===== src/rtl/fetch_if.sv =====
// IF-stage bundle between fetch_stage, the hazard unit, EX redirect and instruction memory.
// With FETCH_PERF_CNT_EN defined the bundle also carries the fetch/stall performance counters.
interface fetch_if;
  // Control contract: flush outranks stall on every edge. stall freezes the PC and IF/ID.
  // The memory answers inst for inst_addr within the same cycle.
  logic        stall;
  logic        flush;
  logic [63:0] branch_target;
  logic [63:0] inst_addr;
  logic [31:0] inst;
  logic [63:0] ifid_pc;
  logic [31:0] ifid_inst;
  logic        ifid_valid;
  logic        halted;
  logic [1:0]  dbg_state;
`ifdef FETCH_PERF_CNT_EN
  logic [31:0] fetch_count;
  logic [31:0] stall_count;

  modport master (
    input  stall, flush, branch_target, inst,
    output inst_addr, ifid_pc, ifid_inst, ifid_valid, halted, dbg_state,
           fetch_count, stall_count
  );
  modport slave (
    output stall, flush, branch_target, inst,
    input  inst_addr, ifid_pc, ifid_inst, ifid_valid, halted, dbg_state,
           fetch_count, stall_count
  );
`else
  modport master (
    input  stall, flush, branch_target, inst,
    output inst_addr, ifid_pc, ifid_inst, ifid_valid, halted, dbg_state
  );
  modport slave (
    output stall, flush, branch_target, inst,
    input  inst_addr, ifid_pc, ifid_inst, ifid_valid, halted, dbg_state
  );
`endif
endinterface


===== src/rtl/fetch_stage.sv =====
// RV64 IF stage: owns the PC, fetches from combinational IMEM, fills IF/ID, handles stall/flush/halt.
// Optional saturating fetch/stall counters are enabled by defining FETCH_PERF_CNT_EN.
module fetch_stage #(
  parameter logic [63:0] RESET_PC   = 64'h0,
  parameter int unsigned IMEM_BYTES = 672,
  parameter logic [31:0] NOP_INST   = 32'h0000_0013
) (
  input  logic    clk,
  input  logic    reset,
  fetch_if.master bus
);
  typedef enum logic [1:0] {ST_BOOT = 2'd0, ST_FETCH = 2'd1, ST_HALTED = 2'd2} state_e;

  localparam logic [63:0] LAST_ADDR = 64'(IMEM_BYTES) - 64'd4;

  state_e      state_q, state_d;
  logic [63:0] pc_q, pc_d;
  logic [63:0] ifid_pc_q, ifid_pc_d;
  logic [31:0] ifid_inst_q, ifid_inst_d;
  logic        ifid_valid_q, ifid_valid_d;
  logic        halted_q, halted_d;
  logic        in_range;
  logic        capture;
  logic        stall_hit;

  assign in_range = (pc_q <= LAST_ADDR);

  always_comb begin
    state_d      = state_q;
    pc_d         = pc_q;
    ifid_pc_d    = ifid_pc_q;
    ifid_inst_d  = ifid_inst_q;
    ifid_valid_d = ifid_valid_q;
    halted_d     = halted_q;
    capture      = 1'b0;
    stall_hit    = 1'b0;
    case (state_q)
      ST_BOOT: state_d = ST_FETCH;
      default: begin
        if (bus.flush) begin
          pc_d         = {bus.branch_target[63:2], 2'b00};
          ifid_pc_d    = 64'h0;
          ifid_inst_d  = NOP_INST;
          ifid_valid_d = 1'b0;
          state_d      = ST_FETCH;
          halted_d     = 1'b0;
        end else if (bus.stall) begin
          stall_hit = (state_q == ST_FETCH);
        end else if (state_q == ST_FETCH && in_range) begin
          capture      = 1'b1;
          ifid_pc_d    = pc_q;
          ifid_inst_d  = bus.inst;
          ifid_valid_d = 1'b1;
          pc_d         = pc_q + 64'd4;
        end else begin
          // Ran off the end of memory (or already halted): park with a bubble.
          ifid_pc_d    = 64'h0;
          ifid_inst_d  = NOP_INST;
          ifid_valid_d = 1'b0;
          state_d      = ST_HALTED;
          halted_d     = 1'b1;
        end
      end
    endcase
  end

  always_ff @(posedge clk or negedge reset) begin
    if (!reset) begin
      state_q      <= ST_BOOT;
      pc_q         <= RESET_PC;
      ifid_pc_q    <= 64'h0;
      ifid_inst_q  <= NOP_INST;
      ifid_valid_q <= 1'b0;
      halted_q     <= 1'b0;
    end else begin
      state_q      <= state_d;
      pc_q         <= pc_d;
      ifid_pc_q    <= ifid_pc_d;
      ifid_inst_q  <= ifid_inst_d;
      ifid_valid_q <= ifid_valid_d;
      halted_q     <= halted_d;
    end
  end

  assign bus.inst_addr  = pc_q;
  assign bus.ifid_pc    = ifid_pc_q;
  assign bus.ifid_inst  = ifid_inst_q;
  assign bus.ifid_valid = ifid_valid_q;
  assign bus.halted     = halted_q;
  assign bus.dbg_state  = state_q;

`ifdef FETCH_PERF_CNT_EN
  logic [31:0] fetch_cnt_q, fetch_cnt_d;
  logic [31:0] stall_cnt_q, stall_cnt_d;

  always_comb begin
    fetch_cnt_d = fetch_cnt_q;
    stall_cnt_d = stall_cnt_q;
    if (capture && fetch_cnt_q != 32'hFFFF_FFFF) fetch_cnt_d = fetch_cnt_q + 32'd1;
    if (stall_hit && stall_cnt_q != 32'hFFFF_FFFF) stall_cnt_d = stall_cnt_q + 32'd1;
  end

  always_ff @(posedge clk or negedge reset) begin
    if (!reset) begin
      fetch_cnt_q <= 32'h0;
      stall_cnt_q <= 32'h0;
    end else begin
      fetch_cnt_q <= fetch_cnt_d;
      stall_cnt_q <= stall_cnt_d;
    end
  end

  assign bus.fetch_count = fetch_cnt_q;
  assign bus.stall_count = stall_cnt_q;

  logic unused_ok;
  assign unused_ok = ^bus.branch_target[1:0];
`else
  logic unused_ok;
  assign unused_ok = ^{bus.branch_target[1:0], capture, stall_hit};
`endif
endmodule


===== src/flat_wrapper.sv =====
// flat-port wrapper written by rule: the top's interface ports become plain ports
module fetch_stage_flat 
#(
  parameter logic [63:0] RESET_PC   = 64'h0,
  parameter int unsigned IMEM_BYTES = 672,
  parameter logic [31:0] NOP_INST   = 32'h0000_0013
)
  (clk, reset, bus_stall, bus_flush, bus_branch_target, bus_inst, bus_inst_addr, bus_ifid_pc, bus_ifid_inst, bus_ifid_valid, bus_halted, bus_dbg_state);
  fetch_if bus_i ();
  input  logic clk;
  input  logic reset;
  input wire logic [$bits(bus_i.stall)-1:0] bus_stall;
  input wire logic [$bits(bus_i.flush)-1:0] bus_flush;
  input wire logic [$bits(bus_i.branch_target)-1:0] bus_branch_target;
  input wire logic [$bits(bus_i.inst)-1:0] bus_inst;
  output wire logic [$bits(bus_i.inst_addr)-1:0] bus_inst_addr;
  output wire logic [$bits(bus_i.ifid_pc)-1:0] bus_ifid_pc;
  output wire logic [$bits(bus_i.ifid_inst)-1:0] bus_ifid_inst;
  output wire logic [$bits(bus_i.ifid_valid)-1:0] bus_ifid_valid;
  output wire logic [$bits(bus_i.halted)-1:0] bus_halted;
  output wire logic [$bits(bus_i.dbg_state)-1:0] bus_dbg_state;
  assign bus_i.stall = bus_stall;
  assign bus_i.flush = bus_flush;
  assign bus_i.branch_target = bus_branch_target;
  assign bus_i.inst = bus_inst;
  assign bus_inst_addr = bus_i.inst_addr;
  assign bus_ifid_pc = bus_i.ifid_pc;
  assign bus_ifid_inst = bus_i.ifid_inst;
  assign bus_ifid_valid = bus_i.ifid_valid;
  assign bus_halted = bus_i.halted;
  assign bus_dbg_state = bus_i.dbg_state;
  fetch_stage #(.RESET_PC(RESET_PC), .IMEM_BYTES(IMEM_BYTES), .NOP_INST(NOP_INST)) u_core (.clk(clk), .reset(reset), .bus(bus_i));
endmodule

===== config.mk =====
export PLATFORM = sky130hd
export DESIGN_NAME = fetch_stage_flat
export DESIGN_NICKNAME = d
export VERILOG_FILES = /design/src/rtl/fetch_if.sv /design/src/rtl/fetch_stage.sv /design/src/flat_wrapper.sv
export SDC_FILE = /design/constraint.sdc
export NUM_CORES = 1
export LEC_CHECK = 0
export BUFFER_PORTS_ARGS = -buffer_cell sky130_fd_sc_hd__buf_2
export CAP_MARGIN = 20
export CORE_UTILIZATION = 51
export CTS_BUF_LIST = sky130_fd_sc_hd__clkbuf_8
export DETAILED_ROUTE_END_ITERATION = 10
export PLACE_DENSITY_LB_ADDON = 0.25
export SYNTH_ARGS = -nofsm -noshare
export SYNTH_HDL_FRONTEND = slang
export SYNTH_SLANG_ARGS = --single-unit

===== constraint.sdc =====
create_clock -name clk -period 2.83 [get_ports clk]
set_clock_uncertainty 0.1 [all_clocks]
set_input_delay 0.283 -clock clk [delete_from_list [all_inputs] [get_ports clk]]
set_output_delay 0.283 -clock clk [all_outputs]
set_load 0.03 [all_outputs]

======== After elaboration in Yosys (flattened, before gate mapping) ========
Index checks and enable logic that the tools add are counted.
storage, ports and cells
  bits of input ports ..................... 100
  bits in registers ....................... 164
  word-level logic and storage cells ...... 40
cells by class
  order comparisons ....................... 1
  $add $sub $neg .......................... 1
  bitwise logic cells ..................... 1
  equality and inequality tests ........... 5
  reductions and logical operators ........ 7
  muxes and demuxes ....................... 19
operator list
  kind                   count
  $mux 64                6
  $mux 32                3
  $add 64x3->64 const B  1
  $le 64x10->1 const B   1
  $mux 2                 4
  $mux 1                 6
  $reduce_and 3->1       2
  $reduce_and 2->1       2
  $ne 3x1->1 const B     1
  $ne 3x3->1 const B     1
  $eq 2x1->1 const B     1
  $logic_not 2->1        1
  $ne 2x1->1 const B     1
  $ne 2x2->1 const B     1
  $reduce_bool 2->1      1
  $logic_and 1x1->1      1
  $not 1->1              1

======== Depth between registers and ports, before layout ========
Gate-level depths: netlist of run 1.
  word-level depth ........................ 6
  mapped depth ............................ 10
  gate-level depth less buffers ........... 7

======== Least setup slack after synthesis of run 1 ========
Ideal clock, no wire load.
  kind .................................... register to register
  from .................................... reg u_core.pc_q[2] (netlist: u_core.bus.inst_addr[2])
  to ...................................... reg u_core.pc_q[2] (netlist: u_core.bus.inst_addr[2])
  data required time ...................... 2.605 ns
  arrival ................................. 2.175 ns
  clock period less this slack ............ 2.400 ns
  library setup time ...................... 0.125 ns
  buffers on the path ..................... 2
  stages on the path, launching flop included .. 10
  path slack .............................. 0.430 ns
  cell sequence ........................... dfrtp_1 > ha_1 > nand2_1 > o21ai_0 > a211oi_2 > and2_1 > buf_6 > o21a_1 > buf_4 > mux2_2
between the ends
  cells in the longest elaborated chain, start to end .. 4
RTL lines
  what                                           RTL line                              text
  start: declaration                             fetch_stage.sv:17                     logic [63:0] pc_q, pc_d;
  start signal: assignment                       fetch_stage.sv:77                     pc_q <= pc_d;
  $add 64x3->64 or $le 64x10->1 (tied branches)  fetch_stage.sv:54, fetch_stage.sv:26
  $mux 64 or $logic_and 1x1->1 (tied branches)   fetch_stage.sv:49                     end else if (state_q == ST_FETCH && in_range) begin
  $mux 64 or $reduce_bool 2->1 (tied branches)   -
  $mux 64 or $reduce_and 3->1 (tied branches)    -
Several ways; a longest one is shown, not always the timed one. The select of a mux whose other input is x is not followed.
A chain may end at the register's enable or synchronous reset.

======== Worst setup path in the final report of run 1 ========
  from .................................... reg u_core.pc_q[39] (netlist: u_core.bus.inst_addr[39])
  to ...................................... reg u_core.pc_q[16] (netlist: u_core.bus.inst_addr[16])
between the ends
  cells in the longest elaborated chain, start to end .. 4
RTL lines
  what                                RTL line           text
  $le 64x10->1                        fetch_stage.sv:26  assign in_range = (pc_q <= LAST_ADDR);
  $logic_and 1x1->1                   fetch_stage.sv:49
  $reduce_bool 2->1 (no source line)  -
  $reduce_and 3->1 (no source line)   -
Every way passes these cells.

==> results of run 1 <==
==> registers in the layout, summed over array words and instances, names as in the netlist <==
signal                 flops
u_core.bus.ifid_pc        63
u_core.bus.inst_addr      62
u_core.bus.ifid_valid      1
u_core.bus.halted          1
u_core.bus.dbg_state       2
u_core.bus.ifid_inst      32
==> tightest hold or removal path, stage by stage <==
cell,delay (ns)
buf_2,0.08
a22oi_1,0.07
o21ai_1,0.11
==> worst paths after layout <==
path	slack, ns	from	to	depth (start not counted)
max	0.20	u_core.bus.inst_addr[39]	u_core.bus.inst_addr[16]	8
min	0.03	bus_branch_target[46]	u_core.bus.inst_addr[46]	3
max reg2reg	0.20	u_core.bus.inst_addr[39]	u_core.bus.inst_addr[16]	8
min reg2reg	0.39	u_core.bus.ifid_pc[33]	u_core.bus.ifid_pc[33]	1
max in group asynchronous	1.51	reset	u_core.bus.inst_addr[42]	3
min in group asynchronous	0.26	reset	u_core.bus.ifid_pc[19]	2
==> cell families (layout without fill, tap and decap cells) <==
family	after synthesis	after routing	synth area share
compound gates	142	142	0.1525
fa+ha+maj	2	2	0.003675
buf+inv	57	382	0.04301
flops	161	161	0.5924
mux	5	5	0.007903
other cells	1	2	0.0005508
simple gates	255	255	0.2000
==> per-layer routing <==
| metal | vias to the layer above | GRT usage |
|---|---|---|
| li1 | 2845 | - |
| met4 | 0 | 0.1138 |
| met1 | 3051 | 0.3921 |
| met3 | 42 | 0.07607 |
| met2 | 365 | 0.5181 |
| met5 | - | 0 |
==> final cells by class <==
| cell class | count | area, um^2 | area share |
|---|---|---|---|
| Sequential cell | 161 | 4033 | 0.4361 |
| Tap cell | 172 | 215.2 | 0.02327 |
| Timing Repair Buffer | 332 | 2013 | 0.2177 |
| Clock inverter | 15 | 177.7 | 0.01922 |
| Multi-Input combinational cell | 406 | 2506 | 0.2710 |
| Clock buffer | 17 | 234.0 | 0.02530 |
| Inverter | 18 | 67.56 | 0.007307 |
==> what timing repair did <==
action / CTS / global route
endpoints found under the setup margin: 0 / 0
hold endpoints to repair: 109 / 0
hold buffers: 55 / 0
==> layout by cell type, fill, tap and decap left out, drive strengths merged, types with 5 or more instances in the layout <==
cell type	n
dlygate4sd3	55
and3	8
nand4	11
o22ai	11
clkinv	5
a22o	40
nor2	35
nor4	19
clkbuf	17
a21oi	24
nor3	12
a2bb2oi	5
nand2	65
a22oi	5
inv	24
o22a	11
dfrtp	158
and2	56
o21ai	29
nand3	29
buf	277
==> metrics by stage <==
stage / hold WS (ns) / utilization / std cells / instance area, um^2
2_1_floorplan: -0.1126 / - / 624 / 6812
3_3_place_gp: 0.1817 / 0.6460 / 1034 / 8284
3_5_place_dp: 0.1817 / 0.6460 / 1034 / 8284
4_1_cts: 0.0009327 / 0.7210 / 1121 / 9246
5_1_grt: 0.01168 / 0.7210 / 1121 / 9246
6_report: 0.03107 / 0.7210 / 1121 / 9246
==> power by group through the flow <==
stage / sequential (mW) / clock (mW) / combinational, mW
floorplan: 2.85 / 0 / 0.335
global placement: 2.65 / 0 / 0.910
detailed placement: 2.66 / 0 / 0.934
CTS: 2.61 / 1.75 / 0.996
global route: 2.64 / 1.86 / 1.07
finish: 2.62 / 1.72 / 1.00
==> metrics, run 1 <==
clk slew on worst S/H paths=approximately 0.09 ns; post-CTS setup buffers=0; Synth area leader=dfrtp_1; EDFF count, synth=0; RSZ-0062 raised after global routing=false; number of synthesis warnings=0; # clock sinks=around 160; met2 WL=between 10,000 and 15,000 um; Cell Pwr Density=approximately 580 nW/um^2; Comb pwr share=0.187; most instantiated cells after synthesis=158 x dfrtp_1, 65 x nand2_1, 56 x and2_1; Longest Clk Path Bufs=2; Mapped Cells=623; post-layout min period=between 2 and 3 ns; Worst Slack Setup Final=0.2016 ns; first-pass GRT wire length=between 30,000 and 40,000 um; worst-path cell chain=nor4_1, buf_4, nand4_1, a211oi_2, and2_1, o21a_1, buf_4, a21oi_1; Required @ worst endpoint=~3.1 ns; Remaining DRCs=0; H-tree levels=4; max-capacitance violation count=0; core footprint=~13,000 um^2; Max Freq=380.5 MHz; setup TNS=0 ns; worst stage delay on the critical path=roughly 0.47 ns; layout cells sized above 1=0.3562; initial antenna violation count=0; fin crit share=0.9288; Filler cells=~930; Vias=6,303; Max Used Layer=met4; metal3 WL=approximately 1900 um; Sequential Power Share=0.490; delay-heaviest family, CP=simple AND/OR/NAND/NOR gates; status=finished, final reports clean; vias per inst=5.623; vias in the first global route=between 6k and 7k; hpwl dp=14,030 um; Slew headroom=0.4364; most used cell, CP=buf_4; synthesis-to-layout area growth=35.82%; crit path launch type=flop; top cells by area, synth=dfrtp_1 58%, a22o_1 5.1%, and2_1 5.1%; Iter 0 DRT Violations=598; Main synth FF type=dfrtp_1; gr usage total=0.3100; Synth Cell Area=a little under 7000 um^2; unique cell type count in the Yosys netlist=between 50 and 60; antenna violation net count after detailed routing=0; setup violators final=0; die height=117.5 um; clock power share=0.323; grt total ovfl=0; Initial Util=0.5308; Clk Latency, worst-skew pair=approximately 0.45 ns; Die ar.=between 10,000 and 15,000 um^2; clock root cell=clkbuf_8; CTS Buf Count=17; PortBufs=between 200 and 300; maximum VDD drop=306.6 uV; DRT Pass-1 Iters=5; switching pwr=around 1.8 mW; P_leak=4.709 nW; top-count cell post-synth=dfrtp_1; Resized Gates After CTS=0; Power, Total=5.340 mW; WL met1=about 8000 um; switch share=0.3287; fraction of registers with async set/reset=1.000; CP arrival=2.85 ns; Slew Viols, Final=0; DP Worst Slack=0.2125 ns; TritonCTS clock tree=built; routed len/inst=around 19 um; WS Path Type=flop to flop; synthesized flop and latch total=161; worst-path fanout max=19; Placer Congestion=0.8796; Hold WC Path Type=input pin to flop; largest net degree at the start of global routing=77; Slew @ Worst Pin=0.8452 ns; crit path buf inv count=2; register area share after synthesis=0.5924; CP max-delay cell=dfrtp_1; syn avg cell area=about 11 um^2; n_diodes=0; Critical Path End Type=flop; P_int=about 3.6 mW; # rows=a little over 40; DIE WIDTH=~120 um; Hold Fails Final Rpt=0; Final nets=slightly above 1k; Synth top area share=0.5808; IO Pins=264; Post-Route WL=20,770 um
Note: power is estimated with default switching activity, not from simulation.
==> run 2: changes to the inputs <==
Settings changed: BUFFER_PORTS_ARGS -buffer_cell sky130_fd_sc_hd__buf_2 to -buffer_cell sky130_fd_sc_hd__clkbuf_2, GPL_ROUTABILITY_DRIVEN from default to 0.
==> metrics, run 2 (synthesis results as in run 1) <==
Power, Total=5.430 mW (+1.7%); crit path launch type=flop; fin crit share=0.9095 (-0.01926); # rows=41 (unchanged); layout cells sized above 1=0.3570 (+0.0008294); # clock sinks=161 (unchanged); synthesis-to-layout area growth=37.40%; status=finished, final reports clean; Clk Latency, worst-skew pair=0.46 ns (about the same); RSZ-0062 raised after global routing=false; Longest Clk Path Bufs=2 (unchanged); Post-Route WL=21,080 um (+1.5%); FF+latch area=4033 um^2 (unchanged); reg2reg path depth=8 (unchanged); Slew @ Worst Pin=0.6239 ns (-0.2213 ns); Slew headroom=0.5841 (+0.1476); DIE WIDTH=117.5 um (unchanged); CP arrival=2.81 ns (-0.04 ns); maximum VDD drop=275.4 uV (-10%); Initial Util=0.5308 (unchanged); RR Startpoint=u_core.bus.inst_addr[39]; DRT Pass-1 Iters=5 (unchanged); most frequent cells in the layout=258 x clkbuf_2, 158 x dfrtp_1, 65 x nand2_1, 60 x dlygate4sd3_1, 55 x and2_1; Hold WC Path Type=input pin to flop; first-pass GRT wire length=33,610 um (+0.58%); Critical Path End=u_core.bus.inst_addr[29]; worst-path fanout max=15 (-4); R2R Setup Slk=0.26 ns (+0.05 ns); DP Worst Slack=0.09371 ns (-0.1188 ns); grt total ovfl=0 (unchanged); die height=117.5 um (unchanged); Required @ worst endpoint=3.06 ns (about the same); max-capacitance violation count=0 (unchanged); clock root cell=clkbuf_8; vias per inst=5.653 (+0.54%); Hold WS=0.03605 ns (+0.004981 ns); Vias=6,399 (+1.5%); antenna violation net count after detailed routing=0 (unchanged); hpwl dp=14,170 um (+0.95%); Multi-input gate area=2529 um^2 (+0.90%); Die ar.=13,810 um^2 (unchanged); Slew Viols, Final=0 (unchanged); PortBufs=259 (unchanged); fin area=9354 um^2 (+1.2%); CTS Buf Count=17 (unchanged); TritonCTS clock tree=built; setup violators final=0 (unchanged); IO Pins=264 (unchanged); worst r2r dst=u_core.bus.inst_addr[29]; largest net degree at the start of global routing=74 (-3.9%); Remaining DRCs=0 (unchanged); Max Freq=388.5 MHz (+2.1%); Iter 0 DRT Violations=518 (-13%); number of flip-flops in the largest register=63 (unchanged); P_leak=4.724 nW (+0.34%); initial antenna violation count=2 (+2); post-layout min period=2.574 ns (-0.05451 ns); vias in the first global route=6,415 (+1.2%); gr usage total=0.3126 (+0.002526); hold wc startpoint=bus_branch_target[48]; placed instance count=1,037 (+0.29%); most common cell after layout, fill and taps aside=clkbuf_2; routed len/inst=18.62 um (+0.50%); dpl cell area=8294 um^2 (+0.12%); WS Path Type=flop to flop; Worst Slack Setup Final=0.2561 ns (+0.05451 ns); Final Core Density=0.7294 (+0.008390); clk slew on worst S/H paths=0.09 ns (about the same); Final nets=1,047 (+0.87%); Cell Pwr Density=580.5 nW/um^2 (+0.52%); H-tree levels=4 (unchanged); Non-Filler Instances=1,132 (+0.98%); Critical Path End Type=flop; Hold Fails Final Rpt=0 (unchanged); Setup crit start=u_core.bus.inst_addr[39]; setup TNS=0 ns (unchanged); Filler cells=915 (-2.0%); core footprint=12,820 um^2 (unchanged)
## run 2: power by group
| part | total (mW) | switching [mW] | internal (mW) |
|---|---|---|---|
| Combinational | 1.00 | 0.648 | 0.354 |
| Sequential | 2.63 | 0.207 | 2.42 |
| Clock | 1.80 | 0.851 | 0.950 |
## run 2: worst min-delay path by stage
stage / end / depth (start not counted)
after detailed placement: u_core.bus.inst_addr[56] / 1
after global routing: u_core.bus.inst_addr[55] / 3
after CTS: u_core.bus.inst_addr[48] / 3
after floorplan: u_core.bus.dbg_state[0] / 0
after global placement: u_core.bus.inst_addr[58] / 1
final: u_core.bus.inst_addr[48] / 3
## run 2: repair_timing
action | CTS | global route
endpoints found under the setup margin | 0 | 82
buffers inserted | 0 | 0
resized for setup | 0 | 3
endpoints found under the hold margin | 124 | 0
hold buffers | 60 | 0
## run 2: area by class of cell
cell class                 count  share of cell area
timing repair buffer         340              0.2216
tap                          172             0.02301
clock buffer                  20             0.02943
multi-input combinational    407              0.2703
antenna                        2           0.0005350
sequential                   161              0.4311
inverter                      18            0.007223
clock inverter                12             0.01672
## run 2: worst max-delay path, stage by stage, from the launching register on
cell and delay, ns:
dfrtp_1 0.47, nor4_2 0.37, buf_4 0.18, nand4_1 0.11
a211oi_2 0.25, and2_2 0.33, o21a_1 0.27, buf_4 0.26
o21ai_0 0.11
## run 2: routing by layer
layer | share of wire | up-vias | global-route usage
met5 | 0 | - | 0
met4 | 0.038 | 0 | 0.1643
met3 | 0.080 | 60 | 0.07074
met2 | 0.48 | 356 | 0.5041
met1 | 0.40 | 3115 | 0.3950
li1 | - | 2868 | -
==> run 3: changes to the inputs <==
==> constraint.sdc (replaced) <==
create_clock -name clk -period 2.83 [get_ports clk]
set_clock_uncertainty 0.1 [all_clocks]
set_input_delay 0.1415 -clock clk [delete_from_list [all_inputs] [get_ports clk]]
set_output_delay 0.1415 -clock clk [all_outputs]
set_load 0.03 [all_outputs]
==> metrics, run 3 (synthesis results as in run 1) <==
Initial Util=0.5308 (unchanged); P_leak=4.823 nW (+2.1%); largest net degree at the start of global routing=68 (-8.1%); worst-path cell chain=ha_1, nand2_1, o21ai_0, a211oi_2, and2_2, o21ai_2, o21ai_0; Cell Pwr Density=550.5 nW/um^2 (-5.2%); worst-path fanout max=19 (+4); clock power share=0.307 (-0.025); Final nets=1,081 (+3.2%); DRT Pass-1 Iters=5 (unchanged); R2R Setup Slk=0.12 ns (-0.14 ns); Vias=6,525 (+2.0%); RSZ-0062 raised after global routing=false; Longest Clk Path Bufs=2 (unchanged); switching pwr=1.775 mW (+4.1%); Hold Path Depth=3 (unchanged); hpwl dp=14,160 um (about the same); Clk Latency, worst-skew pair=0.47 ns (about the same); crit path launch type=flop; Slew Viols, Final=0 (unchanged); layout cells sized above 1=0.3438 (-0.01324); most common cell after layout, fill and taps aside=clkbuf_2; Die ar.=13,810 um^2 (unchanged); Required @ worst endpoint=3.02 ns (-0.04 ns); Iter 0 DRT Violations=513 (-0.97%); synthesis-to-layout area growth=41.72%; Hold Fails Final Rpt=0 (unchanged); Post-Route WL=21,790 um (+3.4%); routed len/inst=18.72 um (+0.53%); n_diodes=0 (-2); number of flip-flops in the largest register=63 (unchanged); Critical Path End Type=flop; worst stage delay on the critical path=0.74 ns (+0.27 ns); dpl cell area=8292 um^2 (about the same); setup TNS=0 ns (unchanged); Worst Slack Setup Final=0.1172 ns (-0.1389 ns); DIE WIDTH=117.5 um (unchanged); CTS Buf Count=17 (unchanged); max-capacitance violation count=0 (unchanged); maximum VDD drop=318.0 uV (+15%); Max Freq=368.6 MHz (-5.1%); Comb pwr share=0.199 (+0.015); post-layout min period=2.713 ns (+0.1389 ns); FF+latch area=4033 um^2 (unchanged); fin area=9648 um^2 (+3.1%); most frequent cells in the layout=258 x clkbuf_2, 158 x dfrtp_1, 96 x dlygate4sd3_1, 65 x nand2_1, 55 x and2_1; P_int=3.537 mW (-5.0%); grt total ovfl=0 (unchanged); TritonCTS clock tree=built; H-tree levels=4 (unchanged); WS Path Type=flop to flop; vias per inst=5.606 (-0.83%); Hold WC Path Type=input pin to flop; Slew headroom=0.3794 (-0.2047); setup violators final=0 (unchanged); CP arrival=2.90 ns (+0.09 ns); Multi-input gate area=2521 um^2 (-0.30%); core footprint=12,820 um^2 (unchanged); switch share=0.3342 (+0.02005); first-pass GRT wire length=34,760 um (+3.4%); fin crit share=0.9586 (+0.04909); status=finished, final reports clean; CP max-delay cell=o21ai_2; clk slew on worst S/H paths=0.08 ns (about the same); Slew @ Worst Pin=0.9308 ns (+0.3069 ns); die height=117.5 um (unchanged); PortBufs=259 (unchanged); antenna violation net count after detailed routing=0 (unchanged); most used cell, CP=o21ai_0; vias in the first global route=6,536 (+1.9%); Sequential Power Share=0.494 (+0.010); DP Worst Slack=0.06072 ns (-0.03299 ns); initial antenna violation count=0 (-2); # rows=41 (unchanged); gr usage total=0.3224 (+0.009810); reg2reg path depth=7 (-1); Remaining DRCs=0 (unchanged); Filler cells=872 (-4.7%); IO Pins=264 (unchanged); # clock sinks=161 (unchanged); clock root cell=clkbuf_8
-- run 3: layer usage --
metal	up-vias	GRT usage	share of wire
li1	2944	-	-
met1	3172	0.3897	0.39
met2	365	0.5547	0.50
met3	44	0.08091	0.083
met4	0	0.1242	0.026
met5	-	0	0
-- run 3: timing repair --
| item | in CTS | in global routing |
|---|---|---|
| setup endpoints to repair | 0 | 82 |
| resized for setup | 0 | 2 |
| hold buffers | 96 | 0 |
| buffers inserted | 0 | 0 |
| endpoints found under the hold margin | 154 | 0 |
-- run 3: path summary, 6_finish.rpt --
path | startpoint | end
min in group asynchronous | reset | u_core.bus.inst_addr[58]
worst min-delay path | bus_flush | u_core.bus.inst_addr[13]
max in group asynchronous | reset | u_core.bus.ifid_inst[4]
worst max register to register | u_core.bus.inst_addr[2] | u_core.bus.inst_addr[35]
worst min register to register | u_core.bus.ifid_pc[33] | u_core.bus.ifid_pc[33]
worst max-delay path | u_core.bus.inst_addr[2] | u_core.bus.inst_addr[35]
-- run 3: metrics by stage --
stage	util	std cells	hold WS [ns]	total power [mW]
2_1_floorplan	-	624	-0.2541	3.188
3_3_place_gp	0.6465	1035	0.04089	3.565
3_5_place_dp	0.6465	1035	0.04489	3.594
4_1_cts	0.7511	1163	0.06780	5.309
5_1_grt	0.7523	1164	0.1268	5.513
6_report	0.7523	1164	0.09474	5.312
-- run 3: final cells by class --
cell class / count / area share
Clock buffer: 18 / 0.02568
Timing Repair Buffer: 374 / 0.2520
Tap cell: 172 / 0.02231
Clock inverter: 14 / 0.01375
Sequential cell: 161 / 0.4180
Inverter: 18 / 0.007003
Multi-Input combinational cell: 407 / 0.2613
-- run 3: power by group through the flow --
stage	clock network (mW)	logic, mW	registers (mW)
6_report	1.63	1.06	2.63
5_1_grt	1.74	1.13	2.64
4_1_cts	1.65	1.04	2.62
3_5_place_dp	0	0.932	2.66
3_3_place_gp	0	0.913	2.65
2_1_floorplan	0	0.335	2.85
-- run 3: critical path: cells and delay by family, from the launching register on --
kind / cells / cell delay (ns)
AO/OA/AOI/OAI: 4 / 1.36
flip-flops: 1 / 0.47
AND/OR/NAND/NOR: 2 / 0.35
adder cells (fa/ha/maj): 1 / 0.26
